### src/rtl/ps2_pkg.sv
// Shared PS/2 definitions: receiver state encoding, debug view and default
// timing constants used by both the receiver and the transmitter.
package ps2_pkg;

  localparam int PS2_FILTER_LEN = 8;
  localparam int PS2_TIMEOUT    = 20000;

  typedef enum logic [1:0] {
    RX_IDLE = 2'd0,
    RX_DPS  = 2'd1,
    RX_LOAD = 2'd2
  } ps2_rx_state_e;

  typedef struct packed {
    ps2_rx_state_e state;
    logic          f_ps2c;
    logic [3:0]    bit_cnt;
  } ps2_rx_dbg_t;

endpackage

### src/rtl/ps2_clk_filter.sv
// Debounces the PS/2 clock line and flags falling edges of the cleaned clock.
// A level is accepted only after FILTER_LEN consecutive identical samples.
module ps2_clk_filter #(
  parameter int FILTER_LEN = 8
) (
  input  logic clk,
  input  logic reset,
  input  logic ps2c,
  output logic f_ps2c,
  output logic fall_edge
);

  logic [FILTER_LEN-1:0] filter_q, filter_d;
  logic                  f_ps2c_q, f_ps2c_d;

  always_ff @(posedge clk or posedge reset) begin
    if (reset) begin
      filter_q <= '0;
      f_ps2c_q <= 1'b0;
    end else begin
      filter_q <= filter_d;
      f_ps2c_q <= f_ps2c_d;
    end
  end

  always_comb begin
    filter_d = {ps2c, filter_q[FILTER_LEN-1:1]};
    f_ps2c_d = f_ps2c_q;
    if (filter_q == {FILTER_LEN{1'b1}}) begin
      f_ps2c_d = 1'b1;
    end else if (filter_q == {FILTER_LEN{1'b0}}) begin
      f_ps2c_d = 1'b0;
    end
  end

  assign f_ps2c    = f_ps2c_q;
  assign fall_edge = f_ps2c_q & ~f_ps2c_d;

endmodule

### src/rtl/ps2_rx.sv
// PS/2 receiver: start bit, 8 data bits LSB first, odd parity, stop bit.
// Frames stalled longer than TIMEOUT cycles between clock edges are dropped.
module ps2_rx
  import ps2_pkg::*;
#(
  parameter int FILTER_LEN = PS2_FILTER_LEN,
  parameter int TIMEOUT    = PS2_TIMEOUT
) (
  input  logic        clk,
  input  logic        reset,
  input  logic        rx_en,
  input  logic        ps2d,
  input  logic        ps2c,
  output logic        rx_idle,
  output logic        rx_done_tick,
  output logic [7:0]  dout,
  output logic        parity_err,
  output logic        frame_err,
  output logic        timeout_tick,
  output ps2_rx_dbg_t dbg
);

  localparam int            TW       = $clog2(TIMEOUT + 1);
  localparam logic [TW-1:0] TMO_LOAD = TW'(TIMEOUT - 1);

  logic          f_ps2c;
  logic          fall_edge;
  ps2_rx_state_e state_q, state_d;
  logic [3:0]    n_q, n_d;
  logic [TW-1:0] tmo_q, tmo_d;
  logic [9:0]    b_q, b_d;
  logic [7:0]    dout_q, dout_d;
  logic          perr_q, perr_d;
  logic          ferr_q, ferr_d;

  ps2_clk_filter #(
    .FILTER_LEN(FILTER_LEN)
  ) u_filter (
    .clk      (clk),
    .reset    (reset),
    .ps2c     (ps2c),
    .f_ps2c   (f_ps2c),
    .fall_edge(fall_edge)
  );

  always_ff @(posedge clk or posedge reset) begin
    if (reset) begin
      state_q <= RX_IDLE;
      n_q     <= '0;
      tmo_q   <= '0;
      b_q     <= '0;
      dout_q  <= '0;
      perr_q  <= 1'b0;
      ferr_q  <= 1'b0;
    end else begin
      state_q <= state_d;
      n_q     <= n_d;
      tmo_q   <= tmo_d;
      b_q     <= b_d;
      dout_q  <= dout_d;
      perr_q  <= perr_d;
      ferr_q  <= ferr_d;
    end
  end

  always_comb begin
    state_d      = state_q;
    n_d          = n_q;
    tmo_d        = tmo_q;
    b_d          = b_q;
    dout_d       = dout_q;
    perr_d       = perr_q;
    ferr_d       = ferr_q;
    rx_done_tick = 1'b0;
    timeout_tick = 1'b0;
    case (state_q)
      RX_IDLE: begin
        if (fall_edge && rx_en && !ps2d) begin
          n_d     = 4'd9;
          tmo_d   = TMO_LOAD;
          state_d = RX_DPS;
        end
      end
      RX_DPS: begin
        if (fall_edge) begin
          b_d   = {ps2d, b_q[9:1]};
          tmo_d = TMO_LOAD;
          if (n_q == 4'd0) begin
            // Capture results on the stop edge so they are valid with the tick.
            state_d = RX_LOAD;
            dout_d  = b_d[7:0];
            perr_d  = ~(^b_d[8:0]);
            ferr_d  = ~b_d[9];
          end else begin
            n_d = n_q - 4'd1;
          end
        end else if (tmo_q == '0) begin
          timeout_tick = 1'b1;
          state_d      = RX_IDLE;
        end else begin
          tmo_d = tmo_q - 1'b1;
        end
      end
      RX_LOAD: begin
        rx_done_tick = 1'b1;
        state_d      = RX_IDLE;
      end
      default: state_d = RX_IDLE;
    endcase
  end

  assign rx_idle     = (state_q == RX_IDLE);
  assign dout        = dout_q;
  assign parity_err  = perr_q;
  assign frame_err   = ferr_q;
  assign dbg.state   = state_q;
  assign dbg.f_ps2c  = f_ps2c;
  assign dbg.bit_cnt = n_q;

endmodule

### config.mk
export PLATFORM = sky130hd
export DESIGN_NAME = ps2_rx
export DESIGN_NICKNAME = d
export VERILOG_FILES = /design/src/rtl/ps2_pkg.sv /design/src/rtl/ps2_clk_filter.sv /design/src/rtl/ps2_rx.sv
export SDC_FILE = /design/constraint.sdc
export NUM_CORES = 1
export LEC_CHECK = 0
export BUFFER_PORTS_ARGS = -buffer_cell sky130_fd_sc_hd__buf_2
export CORE_ASPECT_RATIO = 1.25
export CORE_MARGIN = 2
export CORE_UTILIZATION = 40
export CTS_CLUSTER_DIAMETER = 120
export CTS_CLUSTER_SIZE = 30
export DETAILED_ROUTE_END_ITERATION = 16
export SLEW_MARGIN = 40
export SYNTH_ARGS = -nofsm -noshare
export SYNTH_HDL_FRONTEND = slang
export SYNTH_SLANG_ARGS = --single-unit
### constraint.sdc
create_clock -name clk -period 3.5 [get_ports clk]
set_clock_uncertainty 0.15 [all_clocks]
set_input_delay 0.7 -clock clk [delete_from_list [all_inputs] [get_ports clk]]
set_output_delay 0.7 -clock clk [all_outputs]
set_load 0.005 [all_outputs]
==> results of run 1 <==
-- cells in the final DEF (no fill, tap or decap), types with 5 or more instances in the layout --
cell type,instances
a21oi_1,9
xnor2_1,7
nand2_1,15
inv_1,6
or4_1,5
clkbuf_8,6
mux2_2,17
o21ai_1,5
nor3_1,7
o21ai_0,13
dfrtp_1,49
nor2_1,16
buf_2,24
nor4_1,5
-- cells in the mapped netlist (all sizes together) (3+ instances only) --
master  number  area, sq um
o22a         3         26.3
o31ai        3         22.5
a21oi       10         53.8
nand2       15         56.3
nor2        16         60.1
mux2        17          191
or4          5         37.5
nor3         7         35.0
nand3        4         20.0
dfrtp       49         1230
nand4        3         18.8
xnor2        7         61.3
nor4         5         31.3
o21ai       18         90.1
buf          4         22.5
nor2b        3         18.8
inv          7         26.3
-- through the flow --
step	cell area, sq um	hold slack [ns]	util (%)	cells
global placement	2410	0.251	44.6	285
detailed placement	2410	0.255	44.7	285
floorplan	2230	0.237	-	201
global route	2530	0.289	46.8	293
CTS	2530	0.275	46.8	293
finish	2530	0.273	46.8	293
-- final timing paths --
path,from,end,cells after the start
max in group asynchronous,reset,parity_err,2
hold / removal,u_filter.filter_q[6],u_filter.filter_q[5],0
setup / recovery,tmo_q[0],timeout_tick,6
setup reg to reg,tmo_q[0],tmo_q[11],7
hold reg to reg,u_filter.filter_q[6],u_filter.filter_q[5],0
min in group asynchronous,reset,u_filter.filter_q[6],2
-- power by group --
group | internal [mW] | switching [mW]
sequential | 0.635 | 0.0716
clock | 0.233 | 0.185
combinational | 0.0885 | 0.0985
-- sequential cells by signal, summed over array words and instances (netlist names) --
signal             cells
parity_err             1
dout                   8
u_filter.f_ps2c        1
tmo_q                 15
state_q                2
b_q                    9
frame_err              1
u_filter.filter_q      8
n_q                    4
-- layer usage --
layer | track usage (%) | up-vias
li1 | - | 777
met1 | 19.3 | 757
met3 | 3.13 | 6
met5 | 0 | -
met2 | 24.4 | 36
met4 | 5.66 | 0
-- cells by family after synthesis --
| group | share of synthesized area, % |
|---|---|
| compound gates | 12.5 |
| simple gates | 15.7 |
| xor+xnor | 3.54 |
| mux | 9.50 |
| buf+inv | 2.53 |
| fa+ha+maj | 1.12 |
| flops | 55.1 |
-- area by class of cell --
class / count / area [sq um] / area share [%]
Timing Repair Buffer: 26 / 135 / 5.34
Inverter: 7 / 28.8 / 1.14
Sequential cell: 49 / 1230 / 48.5
Clock buffer: 7 / 86.3 / 3.41
Clock inverter: 1 / 30.0 / 1.19
Multi-Input combinational cell: 139 / 943 / 37.3
Tap cell: 64 / 80.1 / 3.17
==> flow_summary.yaml, run 1 <==
timing:
  tns_ns: 0
  max_clock_freq_mhz: 310
  layout_min_cycle_time_ns: 3.23
  relSlewSlack_pct: 52.8
  setup_ws_ns: 0.270
  period_share_pct: 92.3
  max_slew.worst_pin.slew_ns: 0.701
  final_hold_viol_count: 0
  rsz0062_at_grt: "no"
  maxSlewViolCount: 0
  setup_viol_count_final: 0
final_layout:
  syn_to_final_growth_pct: 13.7
  nFillCells: 521
  drive_gt1_share_pct: 25.3
  fin_nets: 235
  antenna_cells: 0
logic_synthesis:
  synth_warnings: 0
  avgSynthCellArea_sq_um: 11.1
  synthFlopType: "dfrtp_1"
  synthCells: 201
  netlist_area_sq_mm: 0.00223
  seq_area_frac_synth_pct: 55.1
  ys_ff_latch: 49
  yosysUniqueCellTypes: 39
  async_reset_ff_share_pct: 100
  syn_nets: 208
  synth_edf_count: 0
cts:
  worstSkewPairLatency_ns: 0.30
  cts_setup_buffers: 0
  clock_sinks: 49
  cts_htree_levels: 2
  path_clk_slew_ns: 0.10
  cts_tree: "yes"
  cts_root_buffer: "clkbuf_8"
  clk_path_buf_depth: 2
  hold_buffers: 0
  cts_resized: 0
  numCtsBuffers: 5
routing:
  routed-wl-met3_um: 157
  drt_iter0_markers: 80
  vias: 1576
  ant_nets: 0
  wl_per_cell_um: 14.2
  routedLengthMet1_mm: 2.06
  drc_errors: 0
  routed_wirelength_mm: 4.16
  vias_per_cell: 5.38
  dr_wl_met2_mm: 1.88
  first_pass_iters: 6
  top_layer: "met4"
worst_hold_path:
  hold_path_class: "register to register"
global_route:
  grt_first_pass_wirelength_mm: 7.20
  antenna_found_initial: 0
  grt_start_max_net_pins: 50
  overflow: 0
  grtUsageTotal_pct: 14.8
  grt_pass1_vias: 1545
floorplan:
  rows: 30
  die_w_um: 70.7
  die_h_um: 87.4
  io_pins: 25
  core_sq_mm: 0.00541
  dieArea_sq_mm: 0.00618
  start_util_pct: 41.2
flow_run:
  maxCapViolCount: 0
worst_setup_path:
  critPathMaxFanout: 6
  critPathCaptureType: "output port"
  crit_type: "register to output port"
  slowest_delay_ns: 0.63
  crit_buf_inv: 2
  path_delay_family: "simple AND/OR/NAND/NOR gates"
  cp.required_ns: 2.65
  arrival_ns: 2.38
  slowest_stage: "or4b_4"
  regToRegSetupSlack_ns: 0.81
  path_cells: "inv_1 > ha_1 > or4b_1 > or4b_4 > nor2_1 > buf_2"
  startpoint_type: "register"
pwr:
  fin_total_pwr_mw: 1.31
  pwr_density_cell_mw_per_mm2: 518
  peakVddDrop_mv: 0.220
  p_leak_nw: 1.18
outcome:
  status: "finished clean"
placement:
  place.gp.congestion: 0.757
  post-dp-hpwl_mm: 2.90
  dpl_worst_slack_ns: 0.604
  io_buffer_count: 24
Note: power is estimated with default switching activity, not from simulation.
==> inputs of run 2 (changes only) <==
--- a/config.mk
+++ b/config.mk
@@ -5,6 +5,7 @@
 export SDC_FILE = /design/constraint.sdc
 export NUM_CORES = 1
 export LEC_CHECK = 0
+export ABC_AREA = 1
 export BUFFER_PORTS_ARGS = -buffer_cell sky130_fd_sc_hd__buf_2
 export CORE_ASPECT_RATIO = 1.25
 export CORE_MARGIN = 2
==> run 2 against run 1 <==
Sequential share of layout area down 5.0 points. Synthesized cell count is 61% higher. Worst hold slack worse by 0.027 ns. Worst setup slack improved by 0.35 ns. Critical path depth increased by 3. Largest power group unchanged.
==> flow_summary.yaml, run 2 <==
cts:
  path_clk_slew_ns: 0.10
  numCtsBuffers: 5
  cts_htree_levels: 2
  clk_path_buf_depth: 2
  clock_sinks: 49
  cts_tree: "yes"
  worstSkewPairLatency_ns: 0.31
  cts_setup_buffers: 0
  cts_root_buffer: "clkbuf_8"
  cts_resized: 0
  hold_buffers: 0
worst_setup_path:
  path_cells: "inv_1 > ha_1 > nand3_1 > inv_1 > nand2_1 > nor3_1 > nand2_2 > inv_1 > buf_2"
  cp.required_ns: 2.65
  crit_type: "register to output port"
  r2r-start: "tmo_q[0]"
  startpoint: "tmo_q[0]"
  critPathCaptureType: "output port"
  startpoint_type: "register"
  cp_common_cell: "inv_1"
  crit_buf_inv: 4
  critPathMaxFanout: 10
  slowest_delay_ns: 0.45
  arrival_ns: 2.03
  slowest_stage: "dfrtp_1"
  path_delay_family: "simple AND/OR/NAND/NOR gates"
global_route:
  overflow: 0
  grt_first_pass_wirelength_mm: 9.29
  antenna_found_initial: 0
  grt_pass1_vias: 2007
  grt_start_max_net_pins: 50
  grtUsageTotal_pct: 17.1
pwr:
  peakVddDrop_mv: 0.241
  p_leak_nw: 1.49
  pwr_density_cell_mw_per_mm2: 492
routing:
  routedLengthMet1_mm: 2.36
  routed_wirelength_mm: 5.22
  routed-wl-met3_um: 161
  vias_per_cell: 4.76
  vias: 2066
  top_layer: "met4"
  ant_nets: 0
  drc_errors: 0
  first_pass_iters: 4
  dr_wl_met2_mm: 2.60
  wl_per_cell_um: 12.0
  drt_iter0_markers: 145
final_layout:
  top_register: "tmo_q"
  fin_util_pct: 45.8
  most-common-layout-cells: "nand2_1, dfrtp_1, inv_1"
  syn_to_final_growth_pct: 11.0
  antenna_cells: 0
  largest_register_ffs: 15
  fin_nets: 356
  reg_top3: "tmo_q (15), b_q (9)"
  layout_commonest_cell: "nand2_1"
  drive_gt1_share_pct: 16.3
timing:
  maxSlewViolCount: 0
  period_share_pct: 82.2
  final_hold_viol_count: 0
  max_slew.worst_pin.slew_ns: 0.614
  setup_viol_count_final: 0
  max_clock_freq_mhz: 347
  layout_min_cycle_time_ns: 2.88
  relSlewSlack_pct: 59.1
  tns_ns: 0
  rsz0062_at_grt: "no"
floorplan:
  die_h_um: 93.1
  die_w_um: 75.3
  rows: 32
  dieArea_sq_mm: 0.00701
  core_sq_mm: 0.00617
  start_util_pct: 41.2
  io_pins: 25
logic_synthesis:
  async_reset_ff_share_pct: 100
  synth_commonest_cells: "nand2_1, dfrtp_1, inv_1, nand3_1, nor2_1"
  synth_top_area_cell: "dfrtp_1"
  synth_warnings: 0
  ys_ff_latch: 49
  yosysUniqueCellTypes: 27
  synthCells: 323
  synthFlopType: "dfrtp_1"
  avgSynthCellArea_sq_um: 7.87
  netlist_area_sq_mm: 0.00254
  synth_edf_count: 0
  syn_nets: 330
  seq_area_frac_synth_pct: 48.2
  yosys-top-cells-area: "dfrtp_1, nand2_1, nand3_1"
  synth.most_common_cell: "nand2_1"
  synth_top_area_share_pct: 48.2
placement:
  post-dp-hpwl_mm: 3.75
  io_buffer_count: 24
  place.gp.congestion: 0.801
flow_run:
  maxCapViolCount: 0
worst_hold_path:
  hold_start: "u_filter.filter_q[1]"
  hold_path_class: "register to register"
outcome:
  status: "finished clean"
-- run 2: layer usage --
layer,track usage (%),vias up
li1,-,1060
met2,28.2,27
met4,6.14,0
met1,22.2,972
met5,0,-
met3,3.23,7
-- run 2: cell type report --
class	count	area [sq um]
Inverter	38	145
Tap cell	85	106
Sequential cell	49	1230
Clock buffer	6	82.6
Timing Repair Buffer	24	120
Fill cell	630	3340
Multi-Input combinational cell	231	1130
Clock inverter	1	7.51
-- run 2: through the flow --
step	setup WS [ns]	cells	power, mW	hold slack, ns	cell area (sq um)
floorplan	1.32	323	0.978	0.224	2540
global placement	0.989	427	1.04	0.228	2730
detailed placement	0.960	427	1.06	0.237	2730
CTS	0.616	434	1.40	0.256	2820
global route	0.519	434	1.50	0.264	2820
finish	0.621	434	1.39	0.245	2820
-- run 2: final timing paths --
check | end | slack (ns) | cells after the start
setup / recovery | timeout_tick | 0.62 | 9
hold / removal | u_filter.filter_q[0] | 0.25 | 0
setup reg to reg | tmo_q[6] | 1.52 | 10
hold reg to reg | u_filter.filter_q[0] | 0.25 | 0
max in group asynchronous | n_q[1] | 2.46 | 2
min in group asynchronous | u_filter.filter_q[0] | 0.32 | 2
-- run 2: logic make-up after synthesis --
family | synth area share, %
flip-flops | 48.2
AO/OA/AOI/OAI | 5.56
buffers and inverters | 7.28
XOR/XNOR | 2.41
adder cells (fa/ha/maj) | 0.984
AND/OR/NAND/NOR | 35.5
-- run 2: where the power goes --
group / switching [mW] / internal (mW) / leakage [nW]
clock network: 0.191 / 0.157 / 0.0433
registers: 0.0893 / 0.642 / 0.616
logic: 0.185 / 0.125 / 0.833
-- run 2: worst register-to-register path, stage by stage, from the launching register on --
cell,delay (ns)
dfrtp_1,0.45
inv_1,0.10
ha_1,0.21
nand2_1,0.11
nor2_1,0.16
nand2_2,0.10
nor2_4,0.11
nand3_2,0.09
nand3_2,0.26
nand2_1,0.08
nand2_1,0.08
==> inputs of run 3 (changes only) <==
--- a/config.mk
+++ b/config.mk
@@ -5,7 +5,7 @@
 export SDC_FILE = /design/constraint.sdc
 export NUM_CORES = 1
 export LEC_CHECK = 0
-export ABC_AREA = 1
+export ABC_AREA = 0
 export BUFFER_PORTS_ARGS = -buffer_cell sky130_fd_sc_hd__buf_2
 export CORE_ASPECT_RATIO = 1.25
 export CORE_MARGIN = 2
==> constraint.sdc (replaced) <==
create_clock -name clk -period 2.4 [get_ports clk]
set_clock_uncertainty 0.15 [all_clocks]
set_input_delay 0.48 -clock clk [delete_from_list [all_inputs] [get_ports clk]]
set_output_delay 0.48 -clock clk [all_outputs]
set_load 0.005 [all_outputs]
==> run 3 against run 2 <==
Worst setup slack got worse by 0.95 ns. Via count fell by 18%. Core utilization rose by 6.6 points. Sequential share of layout area fell by 0.15 points. Non-clock buffer count rose by 28. Worst hold slack got worse by 0.11 ns. Largest power group unchanged. Critical path depth fell by 3. Sequential power rose by 36%. Global-route usage fell by 0.80 points. The run now ends with setup timing left.
==> flow_summary.yaml, run 3 (synthesis gave the netlist of run 1 again) <==
cts:
  cts_htree_levels: 2
  cts_tree: "yes"
  numCtsBuffers: 5
  cts_root_buffer: "clkbuf_8"
  clock_sinks: 49
  worstSkewPairLatency_ns: 0.30
  hold_buffers: 0
  clk_path_buf_depth: 2
  path_clk_slew_ns: 0.09
final_layout:
  register_area_sq_mm: 0.00123
  largest_register_ffs: 15
  most-common-layout-cells: "dfrtp_1, buf_4, buf_2"
  fin_nets: 262
  drive_gt1_share_pct: 38.0
  nFillCells: 504
  multi_input_area_sq_mm: 0.00104
  reg_top3: "tmo_q (15), b_q (9)"
  top_register: "tmo_q"
  antenna_cells: 0
  fin_util_pct: 52.4
  fin_area_sq_mm: 0.00283
  layout_commonest_cell: "dfrtp_1"
  syn_to_final_growth_pct: 27.3
outcome:
  status: "finished with violations"
  violations: "setup timing"
timing:
  setup_viol_count_final: 15
  tns_ns: -1.73
  layout_min_cycle_time_ns: 2.73
  setup_ws_ns: -0.330
  period_share_pct: 114
  rsz0062_at_grt: "yes"
  relSlewSlack_pct: 59.4
  max_clock_freq_mhz: 366
  final_hold_viol_count: 0
  maxSlewViolCount: 0
  max_slew.worst_pin.slew_ns: 0.609
  holdWs_ns: 0.132
worst_setup_path:
  regToRegSetupSlack_ns: -0.23
  path_delay_family: "simple AND/OR/NAND/NOR gates"
  startpoint_type: "register"
  slowest_delay_ns: 0.51
  crit_type: "register to output port"
  cp.required_ns: 1.77
  arrival_ns: 2.10
  cp_common_cell: "or4b_4"
  rr_worst_depth: 9
  path_cells: "inv_1 > ha_2 > or4b_4 > or4b_4 > nor2_2 > buf_2"
  crit_buf_inv: 2
  slowest_stage: "or4b_4"
  startpoint: "tmo_q[1]"
  reg2reg_to: "tmo_q[11]"
  critPathMaxFanout: 2
  critPathCaptureType: "output port"
  r2r-start: "tmo_q[1]"
global_route:
  grt_pass1_vias: 1639
  use_met1_pct: 21.6
  overflow: 0
  grtUsageTotal_pct: 16.4
  busiest_layer: "met2"
  grtUsageMet2_pct: 26.4
  met3_usage_pct: 3.47
  antenna_found_initial: 0
  grt_first_pass_wirelength_mm: 7.98
  grt_start_max_net_pins: 50
floorplan:
  rows: 30
  dieArea_sq_mm: 0.00618
  core_sq_mm: 0.00541
  io_pins: 25
  die_w_um: 70.7
  die_h_um: 87.4
  start_util_pct: 41.2
routing:
  drt_iter0_markers: 98
  vias: 1696
  wl_per_cell_um: 14.3
  first_pass_iters: 4
  vias_per_cell: 5.32
  drc_errors: 0
  ant_nets: 0
  routed_wirelength_mm: 4.55
placement:
  dpl_worst_slack_ns: -0.0898
  place.gp.congestion: 0.794
  placed_area_sq_mm: 0.00259
  io_buffer_count: 24
  post-dp-hpwl_mm: 3.06
pwr:
  pwr_density_cell_mw_per_mm2: 721
  peakVddDrop_mv: 0.345
  p_leak_nw: 1.33
worst_hold_path:
  holdPathEnd: "u_filter.filter_q[7]"
  hold_start: "ps2c"
  hold_path_class: "input port to register"
  hold_depth: 1
flow_run:
  maxCapViolCount: 0
-- run 3: metal layers --
| metal | wire (um) | vias up | part of all wire, % |
|---|---|---|---|
| li1 | - | 838 | - |
| met1 | 2060 | 820 | 45 |
| met2 | 2250 | 31 | 49 |
| met3 | 172 | 7 | 3.8 |
| met4 | 70 | 0 | 1.5 |
| met5 | 0 | - | 0 |
-- run 3: repair_timing --
action / 4_1_cts / 5_1_grt
cloned: 1 / 0
resized for setup: 18 / 6
endpoints found under the setup margin: 12 / 17
pin swaps: 10 / 4
setup buffers: 4 / 0
-- run 3: worst max path at each step --
stage / end / slack, ns / cells after the start
floorplan: timeout_tick / -0.05 / 6
global route: timeout_tick / -0.41 / 6
global placement: timeout_tick / -0.06 / 6
CTS: timeout_tick / -0.37 / 6
detailed placement: timeout_tick / -0.09 / 6
finish: timeout_tick / -0.33 / 6
-- run 3: where the power goes --
group          internal (mW)  leakage [nW]  switching (mW)  total, mW
Sequential             0.925         0.610          0.0680      0.993
Clock                  0.303        0.0540           0.263      0.566
Combinational          0.256         0.664           0.228      0.484
-- run 3: layout make-up --
cell class	instances	area share, %
multi-input combinational	140	36.8
clock buffer	5	2.43
clock inverter	2	1.24
tap	64	2.83
timing repair buffer	52	12.5
sequential	49	43.3
inverter	7	0.928
-- run 3: through the flow --
stage	power [mW]	cells
floorplan	1.25	201
global placement	1.44	307
detailed placement	1.45	307
CTS	2.06	319
global route	2.18	319
finish	2.04	319
